File: src/rtl/dl_ant_deint_60m_if.sv
// Bus bundle between the downlink datapath and the antenna de-interleaver.
// The master drives the serial IQ side; the slave returns the parallel antenna word.
interface dl_ant_deint_60m_if;
    logic [31:0]  i_data;
    logic         i_ant8_sel;
    logic         i_fram_hd;
    logic         i_err_clr;
    logic [255:0] o_ant_data;
    logic         o_vld;
    logic         o_fram_hd;
    logic         o_lock;
    logic [15:0]  o_err_cnt;

    modport master (
        output i_data, i_ant8_sel, i_fram_hd, i_err_clr,
        input  o_ant_data, o_vld, o_fram_hd, o_lock, o_err_cnt
    );

    modport slave (
        input  i_data, i_ant8_sel, i_fram_hd, i_err_clr,
        output o_ant_data, o_vld, o_fram_hd, o_lock, o_err_cnt
    );
endinterface

File: src/rtl/dl_ant_deint_60m.sv
// 8-antenna downlink de-interleaver: checks slot cadence (HUNT/SYNC/LOCK) and
// emits one masked 256-bit antenna group per 8 input words while locked.
//   state | meaning
//   HUNT  | waiting for any antenna-0 strobe, nothing captured
//   SYNC  | cadence seen, counting good boundaries, groups discarded
//   LOCK  | cadence trusted, completed groups are emitted
module dl_ant_deint_60m #(
    parameter int          P_LOCK_N   = 2,
    parameter logic [7:0]  P_ANT_MASK = 8'hFF
) (
    input  logic               clk,
    input  logic               asy_rst,
    dl_ant_deint_60m_if.slave  bus
);

    typedef enum logic [1:0] {HUNT, SYNC, LOCK} state_t;

    state_t       state;
    state_t       state_nxt;
    logic [2:0]   pos;
    logic [3:0]   good_cnt;
    logic [31:0]  shadow [0:6];
    logic         fram_lat;
    logic         err;
    logic         start;
    logic         cap;
    logic         done;
    logic [255:0] group_word;

    always_ff @(posedge clk or negedge asy_rst) begin
        if (!asy_rst) state <= HUNT;
        else          state <= state_nxt;
    end

    always_comb begin
        state_nxt = state;
        case (state)
            HUNT: if (bus.i_ant8_sel) state_nxt = SYNC;
            default: begin
                if (pos == 3'd0) begin
                    if (!bus.i_ant8_sel)
                        state_nxt = HUNT;
                    else if (state == SYNC && (5'(good_cnt) + 5'd1) == 5'(P_LOCK_N))
                        state_nxt = LOCK;
                end else if (bus.i_ant8_sel) begin
                    state_nxt = SYNC;
                end
            end
        endcase
    end

    always_comb begin
        err   = 1'b0;
        start = 1'b0;
        cap   = 1'b0;
        done  = 1'b0;
        bus.o_lock = (state == LOCK);
        case (state)
            HUNT: start = bus.i_ant8_sel;
            default: begin
                if (bus.i_ant8_sel) begin
                    start = 1'b1;
                    err   = (pos != 3'd0);
                end else if (pos == 3'd0) begin
                    err = 1'b1;
                end else begin
                    cap  = 1'b1;
                    done = (pos == 3'd7) && (state == LOCK);
                end
            end
        endcase
    end

    always_ff @(posedge clk or negedge asy_rst) begin
        if (!asy_rst) begin
            pos      <= 3'd0;
            good_cnt <= 4'd0;
            fram_lat <= 1'b0;
            for (int k = 0; k < 7; k++) shadow[k] <= '0;
        end else if (start) begin
            shadow[0] <= bus.i_data;
            fram_lat  <= bus.i_fram_hd;
            pos       <= 3'd1;
            if (state == HUNT || pos != 3'd0) good_cnt <= 4'd0;
            else if (state == SYNC)           good_cnt <= good_cnt + 4'd1;
        end else if (cap) begin
            if (pos != 3'd7) shadow[pos] <= bus.i_data;
            pos <= pos + 3'd1;
        end
    end

    // Lane 7 is taken straight from the bus so the group appears one cycle after slot 7.
    always_comb begin
        for (int k = 0; k < 8; k++) begin
            if (!P_ANT_MASK[k])
                group_word[32*k +: 32] = '0;
            else if (k == 7)
                group_word[32*k +: 32] = bus.i_data;
            else
                group_word[32*k +: 32] = shadow[k];
        end
    end

    always_ff @(posedge clk or negedge asy_rst) begin
        if (!asy_rst) begin
            bus.o_ant_data <= '0;
            bus.o_vld      <= 1'b0;
            bus.o_fram_hd  <= 1'b0;
            bus.o_err_cnt  <= 16'd0;
        end else begin
            bus.o_vld     <= done;
            bus.o_fram_hd <= done & fram_lat;
            if (done) bus.o_ant_data <= group_word;
            if (bus.i_err_clr)
                bus.o_err_cnt <= 16'd0;
            else if (err && bus.o_err_cnt != 16'hFFFF)
                bus.o_err_cnt <= bus.o_err_cnt + 16'd1;
        end
    end

endmodule
File: src/flat_wrapper.sv
// flat-port wrapper written by rule: the top's interface ports become plain ports
module dl_ant_deint_60m_flat 
#(
    parameter int          P_LOCK_N   = 2,
    parameter logic [7:0]  P_ANT_MASK = 8'hFF
)
  (clk, asy_rst, bus_i_data, bus_i_ant8_sel, bus_i_fram_hd, bus_i_err_clr, bus_o_ant_data, bus_o_vld, bus_o_fram_hd, bus_o_lock, bus_o_err_cnt);
  dl_ant_deint_60m_if bus_i ();
  input  logic clk;
  input  logic asy_rst;
  input wire logic [$bits(bus_i.i_data)-1:0] bus_i_data;
  input wire logic [$bits(bus_i.i_ant8_sel)-1:0] bus_i_ant8_sel;
  input wire logic [$bits(bus_i.i_fram_hd)-1:0] bus_i_fram_hd;
  input wire logic [$bits(bus_i.i_err_clr)-1:0] bus_i_err_clr;
  output wire logic [$bits(bus_i.o_ant_data)-1:0] bus_o_ant_data;
  output wire logic [$bits(bus_i.o_vld)-1:0] bus_o_vld;
  output wire logic [$bits(bus_i.o_fram_hd)-1:0] bus_o_fram_hd;
  output wire logic [$bits(bus_i.o_lock)-1:0] bus_o_lock;
  output wire logic [$bits(bus_i.o_err_cnt)-1:0] bus_o_err_cnt;
  assign bus_i.i_data = bus_i_data;
  assign bus_i.i_ant8_sel = bus_i_ant8_sel;
  assign bus_i.i_fram_hd = bus_i_fram_hd;
  assign bus_i.i_err_clr = bus_i_err_clr;
  assign bus_o_ant_data = bus_i.o_ant_data;
  assign bus_o_vld = bus_i.o_vld;
  assign bus_o_fram_hd = bus_i.o_fram_hd;
  assign bus_o_lock = bus_i.o_lock;
  assign bus_o_err_cnt = bus_i.o_err_cnt;
  dl_ant_deint_60m #(.P_LOCK_N(P_LOCK_N), .P_ANT_MASK(P_ANT_MASK)) u_core (.clk(clk), .asy_rst(asy_rst), .bus(bus_i));
endmodule
File: config.mk
export PLATFORM = sky130hd
export DESIGN_NAME = dl_ant_deint_60m_flat
export DESIGN_NICKNAME = d
export VERILOG_FILES = /design/src/rtl/dl_ant_deint_60m_if.sv /design/src/rtl/dl_ant_deint_60m.sv /design/src/flat_wrapper.sv
export SDC_FILE = /design/constraint.sdc
export NUM_CORES = 1
export LEC_CHECK = 0
export ABC_AREA = 1
export CAP_MARGIN = 30
export CORE_MARGIN = 3
export CORE_UTILIZATION = 32
export CTS_BUF_LIST = sky130_fd_sc_hd__clkbuf_4 sky130_fd_sc_hd__clkbuf_8
export CTS_CLUSTER_DIAMETER = 100
export DETAILED_ROUTE_END_ITERATION = 6
export PLACE_DENSITY_LB_ADDON = 0.3
export SETUP_SLACK_MARGIN = 0.5
export SYNTH_ARGS = -nofsm -noshare
export SYNTH_HDL_FRONTEND = slang
export SYNTH_SLANG_ARGS = --single-unit
File: constraint.sdc
create_clock -name clk -period 3.3 [get_ports clk]
set_clock_uncertainty 0.1 [all_clocks]
set_input_delay 0.495 -clock clk [delete_from_list [all_inputs] [get_ports clk]]
set_output_delay 0.495 -clock clk [all_outputs]
set_load 0.01 [all_outputs]
### After elaboration in Yosys (flattened, before gate mapping)

Cells that the tools add are included.

| cells by class | value |
|---|---|
| order comparisons | 2 |
| equality and inequality tests | 7 |
| bitwise logic cells | 3 |
| reduce and logical (&&, ||, !) cells | 15 |
| multiplexer cells | 28 |
| $add $sub $neg | 4 |

Operators by type and width:

| kind | count |
|---|---|
| $mux 224 | 2 |
| $bwmux 224 | 1 |
| $demux 32 s3 | 1 |
| $mux 32 | 2 |
| $mux 16 | 2 |
| $add 16x1->16 const B | 1 |
| $ne 16x16->1 const B | 1 |
| $mux 1 | 11 |
| $mux 2 | 5 |
| $mux 4 | 2 |
| $reduce_bool 2->1 | 4 |
| $mux 3 | 2 |
| $add 4x1->5 const B | 1 |
| $eq 5x2->1 const B | 1 |
| $add 4x1->4 const B | 1 |
| $ge 4x4->1 const B | 1 |
| $logic_and 1x1->1 | 4 |
| $lt 4x1->1 const B | 1 |
| $ne 4x3->1 const B | 1 |
| $not 3->4 | 1 |
| $reduce_and 2->1 | 2 |
| $add 3x1->3 const B | 1 |
| $eq 3x3->1 const B | 1 |
| $logic_not 3->1 | 1 |
| 9 further kinds | 9 |

| word-level totals | value |
|---|---|
| bits of input ports | 37 |
| output and inout bits | 275 |
| word-level logic and storage cells | 74 |
| register bits | 508 |

### Logic depth before layout (Yosys ltp)

| logic depth | value |
|---|---|
| depth in word-level cells | 9 |
| depth in mapped cells | 13 |

### Worst setup path before layout

OpenSTA, ideal clock, no wires.

| timing path | value |
|---|---|
| path type | register to register |
| from | register u_core.pos[0] |
| to | register u_core.shadow (netlist bit u_core.group_word[200]) |
| clock period less this slack | 2.513 ns |
| required time | 3.067 ns |
| slack | 0.787 ns |
| buffers on the path | 2 |
| stages on the path, launching flop included | 14 |
| arrival | 2.280 ns |
| path through | dfrtp_1 -> clkbuf_1 -> clkinv_1 -> ha_1 -> nand2_2 -> ha_1 -> inv_1 -> nor2_4 -> nand2_1 -> nor2_4 -> nand4_2 -> clkbuf_1 -> nand2_1 -> o21ai_0 |

| on the way | value |
|---|---|
| word-level cells in the longest chain between the ends | 6 |
| elaborated cells between the ends (all ways) | 13 |
| classes of those cells | order compare (2); eq/ne (1); mux (6); bitwise (1); reduce/logical (3) |

RTL lines:

| what | line | RTL |
|---|---|---|
| start, declared | dl_ant_deint_60m.sv:20 | `logic [2:0] pos;` |
| start signal, assigned | dl_ant_deint_60m.sv:88 | `pos <= pos + 3'd1;` |
| $not 3->4 (implied by the code) | dl_ant_deint_60m.sv:87 | `if (pos != 3'd7) shadow[pos] <= bus.i_data;` |
| $ge 4x4->1 (implied by the code) or $lt 4x1->1 (tied branches) | dl_ant_deint_60m.sv:87 |  |
| $logic_and 1x1->1 (implied by the code) | dl_ant_deint_60m.sv:87 |  |
| $mux 32 (implied by the code) | dl_ant_deint_60m.sv:87 |  |
| $demux 32 s3 | dl_ant_deint_60m.sv:87 |  |
| $bwmux 224 | dl_ant_deint_60m.sv:87 |  |
| end signal, assigned by index | dl_ant_deint_60m.sv:87 |  |
| end, declared | dl_ant_deint_60m.sv:22 | `logic [31:0] shadow [0:6];` |

Parallel ways exist; a longest one is shown, timed or not.
A chain may end at the register's enable or synchronous reset.

### Worst setup path after layout

| timing path | value |
|---|---|
| from | register u_core.pos[0] |
| to | register u_core.shadow (netlist bit u_core.group_word[173]) |

Same word-level chain as after synthesis.

==> summary.txt <==
Outcome
  • Status: finished, final reports clean

STA
  • Slew @ Worst Pin: roughly 780 ps
  • Slew margin rel.: slightly below 50%
  • TNS Setup: 0 ps
  • Min Tclk post-route: 2590 ps
  • Highest Clock Rate: approximately 390 MHz
  • Max Slew Vio Count: 0
  • Finish-stage setup viols: 0
  • RSZ-0062 raised after global routing: false
  • Final Hold Vio Count: 0
  • Fin crit share: between 70% and 80%

Floorplan
  • Die area: approximately 63,000 sq um
  • Initial core utilization: 32.4%
  • DIE WIDTH: 251 microns
  • Total I/O pin count: 312
  • Placement Rows: 89
  • Core box area: 59,100 sq um
  • Die H: 251 microns

Place
  • Buffers on Ports: 311
  • Detailed Place HPWL: between 30,000 and 40,000 microns
  • Placer Congestion: ~0.79

GRT
  • Total track usage: roughly 17%
  • Initial antenna violation count: 1
  • Vias in the first global route: roughly 15,000
  • Remaining Overflow, GRT: 0
  • Largest net degree at the start of global routing: between 150 and 200
  • First-pass GRT wire length: between 80,000 and 90,000 microns

Synthesis
  • Sequential area share after synthesis: between 60% and 70%
  • Post-Syn Instances: a little over 2,000
  • Synth warnings: 0
  • Syn Std Cell Area: 19,200 sq um
  • Largest area contributor in the synthesized netlist: dfrtp_1
  • Synth cell count leaders: 995 x nand2_1, 508 x dfrtp_1, 252 x o21ai_0
  • Synth unique cells: 27
  • Syn_area_per_cell: ~9.5 sq um
  • Post-synth EDFFs: 0
  • Register bit total from synthesis: roughly 510
  • Count leader, synth: nand2_1
  • Async SR Flop Fraction: 100%
  • Main synth FF type: dfrtp_1
  • Net Count, Synth: between 2,000 and 2,500
  • Synth area leaders: dfrtp_1 66%, nand2_1 19%, o21ai_0 6.6%
  • Top-area cell type share of the netlist area: between 60 and 70%

Route
  • Drt pass-1 iters: 5
  • Post-route DRC: 0
  • Routed WL: 53,100 microns
  • Final ANT Viol Nets: 0
  • WL/cell: around 17 microns
  • Max Used Layer: met4
  • Vias: 14,700
  • Initial DRC count: 1,035
  • DR vias/cell: 4.59
  • WL met3: approximately 2800 microns
  • Metal2 WL: 26,000 microns
  • Wire length on met1: around 23,000 microns

Clocking
  • CTS H-tree lvls: 3
  • Clk Latency, worst-skew pair: ~650 ps
  • CTS Buf Count: between 80 and 90
  • CTS Buffer Depth: 3
  • CTS sink count: 508
  • Clk pin slew, worst setup/hold paths: 60 ps
  • Clk root buf: clkbuf_8
  • CTS tree: built

Setup path
  • CP delay by family, top: simple AND/OR/NAND/NOR gates
  • CP arrival: 2970 ps
  • Setup Crit Path Kind: reg2reg
  • R2r endpoint: u_core.group_word[173]
  • Length in cells of the worst reg-to-reg path: 13
  • CP Data Required Time: ~3700 ps
  • Worst R2R Setup Slack: ~710 ps
  • CP Buf/Inv Count: 4
  • CP Max Fanout: 44
  • CP peak stage delay: 480 ps
  • CP max-delay cell: dfrtp_2
  • CP Cell Sequence: clkinv_1 -> ha_1 -> nand2_2 -> ha_1 -> inv_1 -> nor2_4 -> nand2_1 -> nor2_4 -> buf_12 -> nand4_4 -> buf_4 -> nand2_1 -> o21ai_0
  • Crit. End Element: register
  • CP Launch Type: register
  • Reg-to-reg startpoint: u_core.pos[0]

Final layout
  • Final Core Density: 42.3%
  • Fillers: about 5,700
  • Final net count: ~2,400
  • P&R area growth vs syn: 30.5%
  • Multi-input logic area: between 5000 and 6000 sq um
  • Share of cells above drive strength 1: 8.78%
  • Sequential cell area: 12,700 sq um

Power and ir drop
  • Register share of total power: around 50%
  • Pwr Density: between 500 and 600 nW/um^2
  • Int Pwr: 0.0108 W
  • Net Sw Frac: between 20 and 30%
  • Clock Power Share: between 30% and 40%
  • Static Leak: between 10 and 15 nW
  • Max VDD drop: about 0.00025 V
  • Combinational share of power: 9.0%
  • Net Switching: 0.00380 W

Job
  • Max Cap Violations: 0

Min path
  • Min-delay src: bus_i_fram_hd
  • Worst min path class: in2reg
  • Worst Hold Path EP: u_core.fram_lat
  • Hold Path Depth: 3
worst max-delay path by stage:
stage / startpoint / endpoint / slack (ps) / cells after the start
finish: u_core.pos[0] / u_core.group_word[173] / 710 / 13
floorplan: u_core.pos[0] / u_core.group_word[200] / 790 / 13
global placement: bus_i_ant8_sel / u_core.group_word[82] / 490 / 11
global route: u_core.pos[0] / u_core.group_word[177] / 480 / 13
CTS: u_core.pos[1] / u_core.group_word[173] / 510 / 12
detailed placement: bus_i_ant8_sel / u_core.group_word[173] / 430 / 11
metrics by stage:
| step | area (sq um) | power, W | setup WS, ps | hold slack, ps | instances |
|---|---|---|---|---|---|
| detailed placement | 23200 | 0.00894 | 435 | 356 | 3043 |
| CTS | 25000 | 0.0149 | 508 | 240 | 3199 |
| floorplan | 19200 | 0.00826 | 787 | 99.4 | 2023 |
| global route | 25000 | 0.0155 | 485 | 278 | 3201 |
| global placement | 23200 | 0.00884 | 487 | 352 | 3043 |
| finish | 25000 | 0.0147 | 712 | 332 | 3202 |
routing by layer:
layer  vias up  GRT usage (%)
met5         -              0
met4         0           4.59
met3        77           3.56
met2       348           28.5
met1      7207           22.0
li1       7059              -
power by group through the flow:
stage	registers [W]	logic, W	clock network (W)
2_1_floorplan	0.00747	0.000792	0
3_3_place_gp	0.00757	0.00127	0
3_5_place_dp	0.00760	0.00134	0
4_1_cts	0.00751	0.00134	0.00603
5_1_grt	0.00760	0.00156	0.00632
6_report	0.00751	0.00132	0.00582
area by class of cell:
type	instances	area share (%)
Clock buffer	142	6.91
Multi-Input combinational cell	1358	23.0
Sequential cell	508	50.8
Clock inverter	13	0.300
Tap cell	773	3.86
Antenna cell	2	0.0200
Timing Repair Buffer	352	14.3
Inverter	54	0.830
state kept, by name (all words and copies together), names as in the netlist:
| name | count |
|---|---|
| u_core.bus.o_ant_data | 256 |
| u_core.group_word | 224 |
| u_core.bus.o_err_cnt | 16 |
| u_core.good_cnt | 4 |
| u_core.pos | 3 |
| u_core.state | 2 |
| u_core.bus.o_fram_hd | 1 |
| u_core.bus.o_vld | 1 |
| u_core.fram_lat | 1 |
cells by family (layout without fill, tap and decap cells):
kind of cell             count (synthesis)  in the layout  share of synthesized area (%)
AO/OA/AOI/OAI                          280            280                           7.42
other                                    0              2                              0
XOR/XNOR                                 7              7                          0.320
buffers and inverters                  157            561                           4.06
AND/OR/NAND/NOR                       1064           1064                           21.5
adder cells (fa/ha/maj)                  7              7                          0.457
flip-flops                             508            508                           66.3
worst register-to-register path: cells and delay by family, from the launching register on:
family                   cells  cell delay, ps
flip-flops                   1             480
buffers and inverters        4             640
AO/OA/AOI/OAI                1              90
AND/OR/NAND/NOR              6             770
adder cells (fa/ha/maj)      2             380
cells in the final DEF (no fill, tap or decap), types with 2 or more instances in the layout:
cell             netlist  final
clkbuf_8               0    106
a21oi_1                2      2
dfrtp_2                0      2
o21ai_1               20     20
nand3_1               11     10
xor2_1                 5      5
nand4_1               13     13
buf_4                  3     28
clkbuf_4               0     36
o21bai_1               4      4
nand4_4                0      6
clkinv_1               2      2
dfrtp_1              508    506
nand2_1              995    995
o21ai_0              252    252
ha_1                   7      7
inv_6                  0      3
clkdlybuf4s50_1        0    310
clkinv_2               0     10
xnor2_1                2      2
buf_12                 0     11
nor2_1                33     33
nor2_4                 2      2
diode_2                0      2
inv_1                 50     50
repair_timing:
item	in CTS	in global routing
buffers inserted	0	1
resized for setup	1	2
hold buffers	1	0
pin swaps	0	1
setup endpoints to repair	46	162
endpoints found under the hold margin	68	0
No activity file was read; power rests on OpenSTA's default activity.
